## src/rtl/sr_bank_arbiter.sv

```systemverilog
// Round-robin arbiter sharing one WIDTH-bit bank of set/reset flags between NREQ requesters.
// Each grant applies the winner's set/reset masks, then a HOLD-cycle lockout blocks further grants.
module sr_bank_arbiter #(
    parameter int NREQ  = 4,
    parameter int WIDTH = 8,
    parameter int HOLD  = 1
) (
    input  logic                   clk,
    input  logic                   rst,
    input  logic [NREQ-1:0]        req,
    input  logic [NREQ*WIDTH-1:0]  set_mask,
    input  logic [NREQ*WIDTH-1:0]  rst_mask,
    output logic [NREQ-1:0]        gnt,
    output logic [WIDTH-1:0]       q,
    output logic [WIDTH-1:0]       qbar,
    output logic                   busy,
    output logic                   conflict,
    output logic [7:0]             conflict_cnt
);

    localparam int         PW        = $clog2(NREQ);
    localparam logic [3:0] HOLD_LAST = 4'((HOLD > 0) ? HOLD - 1 : 0);

    typedef enum logic {
        S_IDLE,
        S_HOLD
    } state_t;

    state_t            state_q, state_d;
    logic [3:0]        cnt_q, cnt_d;
    logic [PW-1:0]     ptr_q, ptr_d;
    logic [NREQ-1:0]   gnt_q, gnt_d;
    logic [WIDTH-1:0]  bank_q, bank_d;
    logic              conflict_q, conflict_d;
    logic [7:0]        ccnt_q, ccnt_d;

    logic [NREQ-1:0]   elig;
    logic [PW-1:0]     win;
    logic [WIDTH-1:0]  win_set, win_rst;
    logic              win_conflict;

    // First eligible index at or after ptr, wrapping modulo NREQ.
    function automatic logic [PW-1:0] rr_pick(input logic [NREQ-1:0] e, input logic [PW-1:0] p);
        logic [PW-1:0] w;
        logic          found;
        w     = '0;
        found = 1'b0;
        for (int i = 0; i < NREQ; i++) begin
            logic [PW-1:0] idx;
            idx = PW'((int'(p) + i) % NREQ);
            if (!found && e[idx]) begin
                found = 1'b1;
                w     = idx;
            end
        end
        return w;
    endfunction

    // Masking the live grant stops a requester being granted twice when HOLD=0.
    assign elig         = req & ~gnt_q;
    assign win          = rr_pick(elig, ptr_q);
    assign win_set      = set_mask[win*WIDTH +: WIDTH];
    assign win_rst      = rst_mask[win*WIDTH +: WIDTH];
    assign win_conflict = |(win_set & win_rst);

    // NOTE: every variable gets a default before the case so no latch is inferred.
    always_comb begin
        state_d    = state_q;
        cnt_d      = cnt_q;
        ptr_d      = ptr_q;
        gnt_d      = '0;
        bank_d     = bank_q;
        conflict_d = 1'b0;
        ccnt_d     = ccnt_q;
        case (state_q)
            S_IDLE: begin
                if (|elig) begin
                    // set-only bits go high, reset-only bits go low, 11 and 00 hold
                    bank_d     = (bank_q | (win_set & ~win_rst)) & ~(win_rst & ~win_set);
                    gnt_d[win] = 1'b1;
                    ptr_d      = (win == PW'(NREQ - 1)) ? '0 : win + 1'b1;
                    conflict_d = win_conflict;
                    if (win_conflict && ccnt_q != 8'hFF) ccnt_d = ccnt_q + 8'd1;
                    if (HOLD > 0) begin
                        state_d = S_HOLD;
                        cnt_d   = HOLD_LAST;
                    end
                end
            end
            S_HOLD: begin
                if (cnt_q == 4'd0) state_d = S_IDLE;
                else               cnt_d   = cnt_q - 4'd1;
            end
            default: state_d = S_IDLE;
        endcase
    end

    // NOTE: sequential state uses non-blocking assignments only.
    always_ff @(posedge clk) begin
        if (rst) begin
            state_q    <= S_IDLE;
            cnt_q      <= '0;
            ptr_q      <= '0;
            gnt_q      <= '0;
            bank_q     <= '0;
            conflict_q <= 1'b0;
            ccnt_q     <= '0;
        end else begin
            state_q    <= state_d;
            cnt_q      <= cnt_d;
            ptr_q      <= ptr_d;
            gnt_q      <= gnt_d;
            bank_q     <= bank_d;
            conflict_q <= conflict_d;
            ccnt_q     <= ccnt_d;
        end
    end

    assign gnt          = gnt_q;
    assign q            = bank_q;
    assign qbar         = ~bank_q;
    assign busy         = (state_q == S_HOLD);
    assign conflict     = conflict_q;
    assign conflict_cnt = ccnt_q;

endmodule

```

## config.mk

```make
export PLATFORM = sky130hd
export DESIGN_NAME = sr_bank_arbiter
export DESIGN_NICKNAME = d
export VERILOG_FILES = /design/src/rtl/sr_bank_arbiter.sv
export SDC_FILE = /design/constraint.sdc
export NUM_CORES = 1
export LEC_CHECK = 0
export CAP_MARGIN = 5
export CORE_MARGIN = 4
export CORE_UTILIZATION = 44
export DETAILED_ROUTE_END_ITERATION = 8
export PLACE_DENSITY_LB_ADDON = 0.15
export SETUP_SLACK_MARGIN = 0.1
export SKIP_CTS_REPAIR_TIMING = 1
export SYNTH_ARGS = -nofsm -noshare
export SYNTH_HDL_FRONTEND = slang
export SYNTH_SLANG_ARGS = --single-unit
```

## constraint.sdc

```tcl
create_clock -name clk -period 2.4 [get_ports clk]
set_clock_uncertainty 0.1 [all_clocks]
set_input_delay 0.48 -clock clk [delete_from_list [all_inputs] [get_ports clk]]
set_output_delay 0.48 -clock clk [all_outputs]
set_load 0.02 [all_outputs]
```

==> impl_metrics.prom <==
# TYPE chip_impl_metric gauge
chip_impl_info{name="status",value="finished, final reports clean"} 1
chip_impl_metric{name="clock_pin_slew_on_the_worst_setup_and_hold_paths",unit="ns"} 0.10
chip_impl_info{name="crit_path_start_kind",value="input port"} 1
chip_impl_metric{name="synth_compound_gate_area_share",unit="%"} 39.1
chip_impl_metric{name="worst-endpoint-required",unit="ns"} 2.48
chip_impl_metric{name="grt_start_max_net_pins",unit=""} 41
chip_impl_metric{name="slew_headroom",unit="%"} 73.4
chip_impl_metric{name="globalRouteOverflowTotal",unit=""} 0
chip_impl_metric{name="timing.reg2reg.setup_slack",unit="ns"} 0.18
chip_impl_metric{name="power_leakage",unit="nW"} 1.62
chip_impl_metric{name="timing.final.crit_share",unit="%"} 96.1
chip_impl_info{name="timing.hold.worst.class",value="flop to flop"} 1
chip_impl_metric{name="fp-row-count",unit=""} 26
chip_impl_metric{name="worstPathMaxFanout",unit=""} 8
chip_impl_metric{name="fmax",unit="GHz"} 0.434
chip_impl_info{name="cts.root.buffer_cell",value="clkbuf_8"} 1
chip_impl_metric{name="syn-cell-area",unit="um2"} 2410
chip_impl_metric{name="ir_drop",unit="V"} 0.000485
chip_impl_metric{name="cts_max_path_buffers",unit=""} 2
chip_impl_info{name="synth_area_leaders",value="dfxtp_1 (23%), a31oi_1 (7.5%), inv_1 (6.7%)"} 1
chip_impl_metric{name="ant_nets",unit=""} 0
chip_impl_info{name="yosys-top-cells-count",value="inv_1 (43), a31oi_1 (29), dfxtp_1 (28)"} 1
chip_impl_metric{name="synthSimpleGateAreaFrac",unit="%"} 18.8
chip_impl_metric{name="synth_top_cell_area_share",unit="%"} 23.3
chip_impl_info{name="criticalPathCategory",value="input port to flop"} 1
chip_impl_info{name="post-synth-top-count-cell",value="inv_1"} 1
chip_impl_metric{name="final_nets",unit=""} 511
chip_impl_info{name="worst_setup_path_end_kind",value="flop"} 1
chip_impl_metric{name="preCtsSetupSlack",unit="ns"} -0.216
chip_impl_metric{name="synth_seq_area_share",unit="%"} 23.3
chip_impl_metric{name="firstDrtPassIters",unit=""} 5
chip_impl_metric{name="synth_seq_cells",unit=""} 28
chip_impl_metric{name="avg_inst_size_synth",unit="um2"} 7.65
chip_impl_metric{name="drcViolationCount",unit=""} 0
chip_impl_info{name="hold-path-endpoint",value="conflict_cnt[1]"} 1
chip_impl_metric{name="routedWlPerCell",unit="um"} 17.3
chip_impl_metric{name="yosys.area_share.xor_xnor",unit="%"} 0
chip_impl_metric{name="post-route-util",unit="%"} 75.6
chip_impl_metric{name="initial_antenna_violation_count",unit=""} 0
chip_impl_metric{name="period_needed",unit="ns"} 2.31
chip_impl_metric{name="worstHoldPathCells",unit=""} 2
chip_impl_metric{name="count_of_buffers_inserted_at_the_top_level_ports",unit=""} 99
chip_impl_metric{name="y_dimension_of_the_die",unit="um"} 82.0
chip_impl_metric{name="setup_viol_count_final",unit=""} 0
chip_impl_metric{name="register_cell_area_after_layout",unit="um2"} 561
chip_impl_metric{name="hold_viol",unit=""} 0
chip_impl_info{name="combinational_family_with_the_most_area_after_synthesis",value="compound AO/OA/AOI/OAI gates"} 1
chip_impl_metric{name="syn-num-nets",unit=""} 391
chip_impl_info{name="post-synth-top-area-cell",value="dfxtp_1"} 1
chip_impl_info{name="worstReg2RegStart",value="ptr_q[0]"} 1
chip_impl_metric{name="floorplan.initialDensity",unit="%"} 46.3
chip_impl_metric{name="ios",unit=""} 100
chip_impl_metric{name="number_of_global_route_vias_before_repair",unit=""} 2788
chip_impl_metric{name="grt.total_usage",unit="%"} 24.9
chip_impl_metric{name="power.density_cell_area",unit="nW/um2"} 682
chip_impl_metric{name="maxCapViolations",unit=""} 0
chip_impl_metric{name="insertion_delay",unit="ns"} 0.28
chip_impl_metric{name="hpwlAfterDp",unit="um"} 6300
chip_impl_metric{name="cts.sink_count",unit=""} 28
chip_impl_metric{name="min_hold_slack",unit="ns"} 0.410
chip_impl_metric{name="post_synth_mux_area_share",unit="%"} 3.84
chip_impl_metric{name="area_of_the_placeable_core",unit="um2"} 5200
chip_impl_metric{name="cts-htree-levels",unit=""} 1
chip_impl_metric{name="die_width",unit="um"} 82.0
chip_impl_metric{name="worst_r2r_path_depth",unit=""} 8
chip_impl_metric{name="syn_to_final_growth",unit="%"} 63.3
chip_impl_metric{name="synth_edf_count",unit=""} 0
chip_impl_metric{name="distinct_cells_synth",unit=""} 47
chip_impl_metric{name="post_synthesis_adder_cell_area_fraction",unit="%"} 3.12
chip_impl_metric{name="final_layout_size_suffix_gt1_share",unit="%"} 15.9
chip_impl_metric{name="grt_pass1_wl",unit="um"} 13300
chip_impl_metric{name="design_power_total",unit="mW"} 2.68
chip_impl_metric{name="filler_cell_count",unit=""} 402
chip_impl_metric{name="die-area",unit="um2"} 6720
chip_impl_metric{name="yosys_warnings",unit=""} 0
chip_impl_info{name="clock_tree_from_tritoncts",value="done"} 1
chip_impl_metric{name="wirelength",unit="um"} 8720
chip_impl_metric{name="finalSetupTns",unit="ns"} 0
chip_impl_metric{name="antenna_cells",unit=""} 0
chip_impl_metric{name="route.detailed.vias_per_inst",unit=""} 5.95
chip_impl_metric{name="detailed_route_via_count",unit=""} 2998
chip_impl_info{name="unrepaired_setup_endpoints_after_global_routing",value="true"} 1
chip_impl_metric{name="slew_violations",unit=""} 0
chip_impl_metric{name="multiInputGateArea",unit="um2"} 1660
chip_impl_metric{name="postLayoutSetupSlackWorst",unit="ns"} 0.0932
chip_impl_metric{name="synth-async-reset-ratio",unit="%"} 0
chip_impl_metric{name="iter_0_drt_violations",unit=""} 248
chip_impl_info{name="synth_top_flop_cell",value="dfxtp_1"} 1
chip_impl_metric{name="cp_data_arrival_time",unit="ns"} 2.39
chip_impl_metric{name="tightest_slew",unit="ns"} 0.397
chip_impl_metric{name="post_synth_inst_count",unit=""} 315
chip_impl_info{name="crit-reg2reg-capture",value="conflict_cnt[4]"} 1
chip_impl_metric{name="cts-buffers-inserted",unit=""} 3
chip_impl_metric{name="final_estimated_routing_congestion_in_global_placement",unit=""} 0.938
chip_impl_info{name="hold_path.startpoint",value="conflict_cnt[1]"} 1
==> flip-flops by register name (all words and copies together), names as in the netlist <==
| register | flops |
|---|---|
| ptr_q | 2 |
| cnt_q | 4 |
| busy | 1 |
| q | 8 |
| conflict_cnt | 8 |
| conflict | 1 |
| gnt | 4 |
==> through the flow <==
stage	cells	instance area, um2
3_3_place_gp	493	3640
6_report	504	3930
3_5_place_dp	493	3640
4_1_cts	497	3720
5_1_grt	504	3930
2_1_floorplan	315	2410
==> kinds of logic after synthesis <==
group	count (synthesis)
compound gates	124
simple gates	85
buf+inv	64
flops	28
mux	8
fa+ha+maj	6
==> worst max path at each step <==
| stage | from | endpoint | slack [ns] | cells after the start |
|---|---|---|---|---|
| global route | req[3] | q[1] | 0.006 | 9 |
| global placement | req[2] | conflict_cnt[4] | -0.15 | 8 |
| finish | req[1] | conflict_cnt[4] | 0.09 | 9 |
| detailed placement | req[2] | conflict_cnt[6] | -0.22 | 8 |
| floorplan | gnt[2] | conflict_cnt[0] | 0.36 | 7 |
| CTS | req[2] | conflict_cnt[6] | 0.1 | 8 |
==> worst max-delay path, cell delays in order <==
cell	delay, ns
clkdlybuf4s50_1	0.41
nor2b_1	0.16
or3_1	0.32
and3_4	0.22
inv_4	0.09
o211ai_4	0.08
buf_12	0.15
a21oi_2	0.17
mux2_4	0.31
==> layer usage <==
layer	global-route usage [%]	wire length [um]	up-vias
met3	4.61	700	29
li1	-	-	1419
met4	6.81	219	0
met1	32.7	3610	1386
met2	41.5	4190	164
met5	0	0	-
==> cell type report <==
| cell class | count | area share, % |
|---|---|---|
| Inverter | 45 | 4.36 |
| Timing Repair Buffer | 134 | 35.1 |
| Tap cell | 70 | 2.23 |
| Clock buffer | 3 | 1.05 |
| Clock inverter | 1 | 0.763 |
| Multi-Input combinational cell | 223 | 42.3 |
| Sequential cell | 28 | 14.2 |
==> placed cells by master, fill, tap and decap left out, types with 4 or more instances in the layout <==
cell and n:
o221ai_1 12, a22oi_1 16, o32ai_1 8, mux2_1 4, nor2b_1 9, a211oi_1 16
buf_12 7, dfxtp_1 28, nand2_1 25, o221ai_2 4, a31oi_1 29, o21bai_1 8
clkdlybuf4s50_1 98, and2_1 5, buf_4 24, nor2_1 18, ha_1 6, a21oi_2 5
inv_1 43, nand4_1 8, a21oi_1 12
==> power by group <==
| part | internal [mW] | switching [mW] | leakage [nW] |
|---|---|---|---|
| logic | 0.837 | 0.838 | 1.36 |
| registers | 0.545 | 0.0781 | 0.229 |
| clock network | 0.224 | 0.160 | 0.0357 |
| total | 1.61 | 1.08 | 1.62 |
Power figures use the tool's default switching activity.
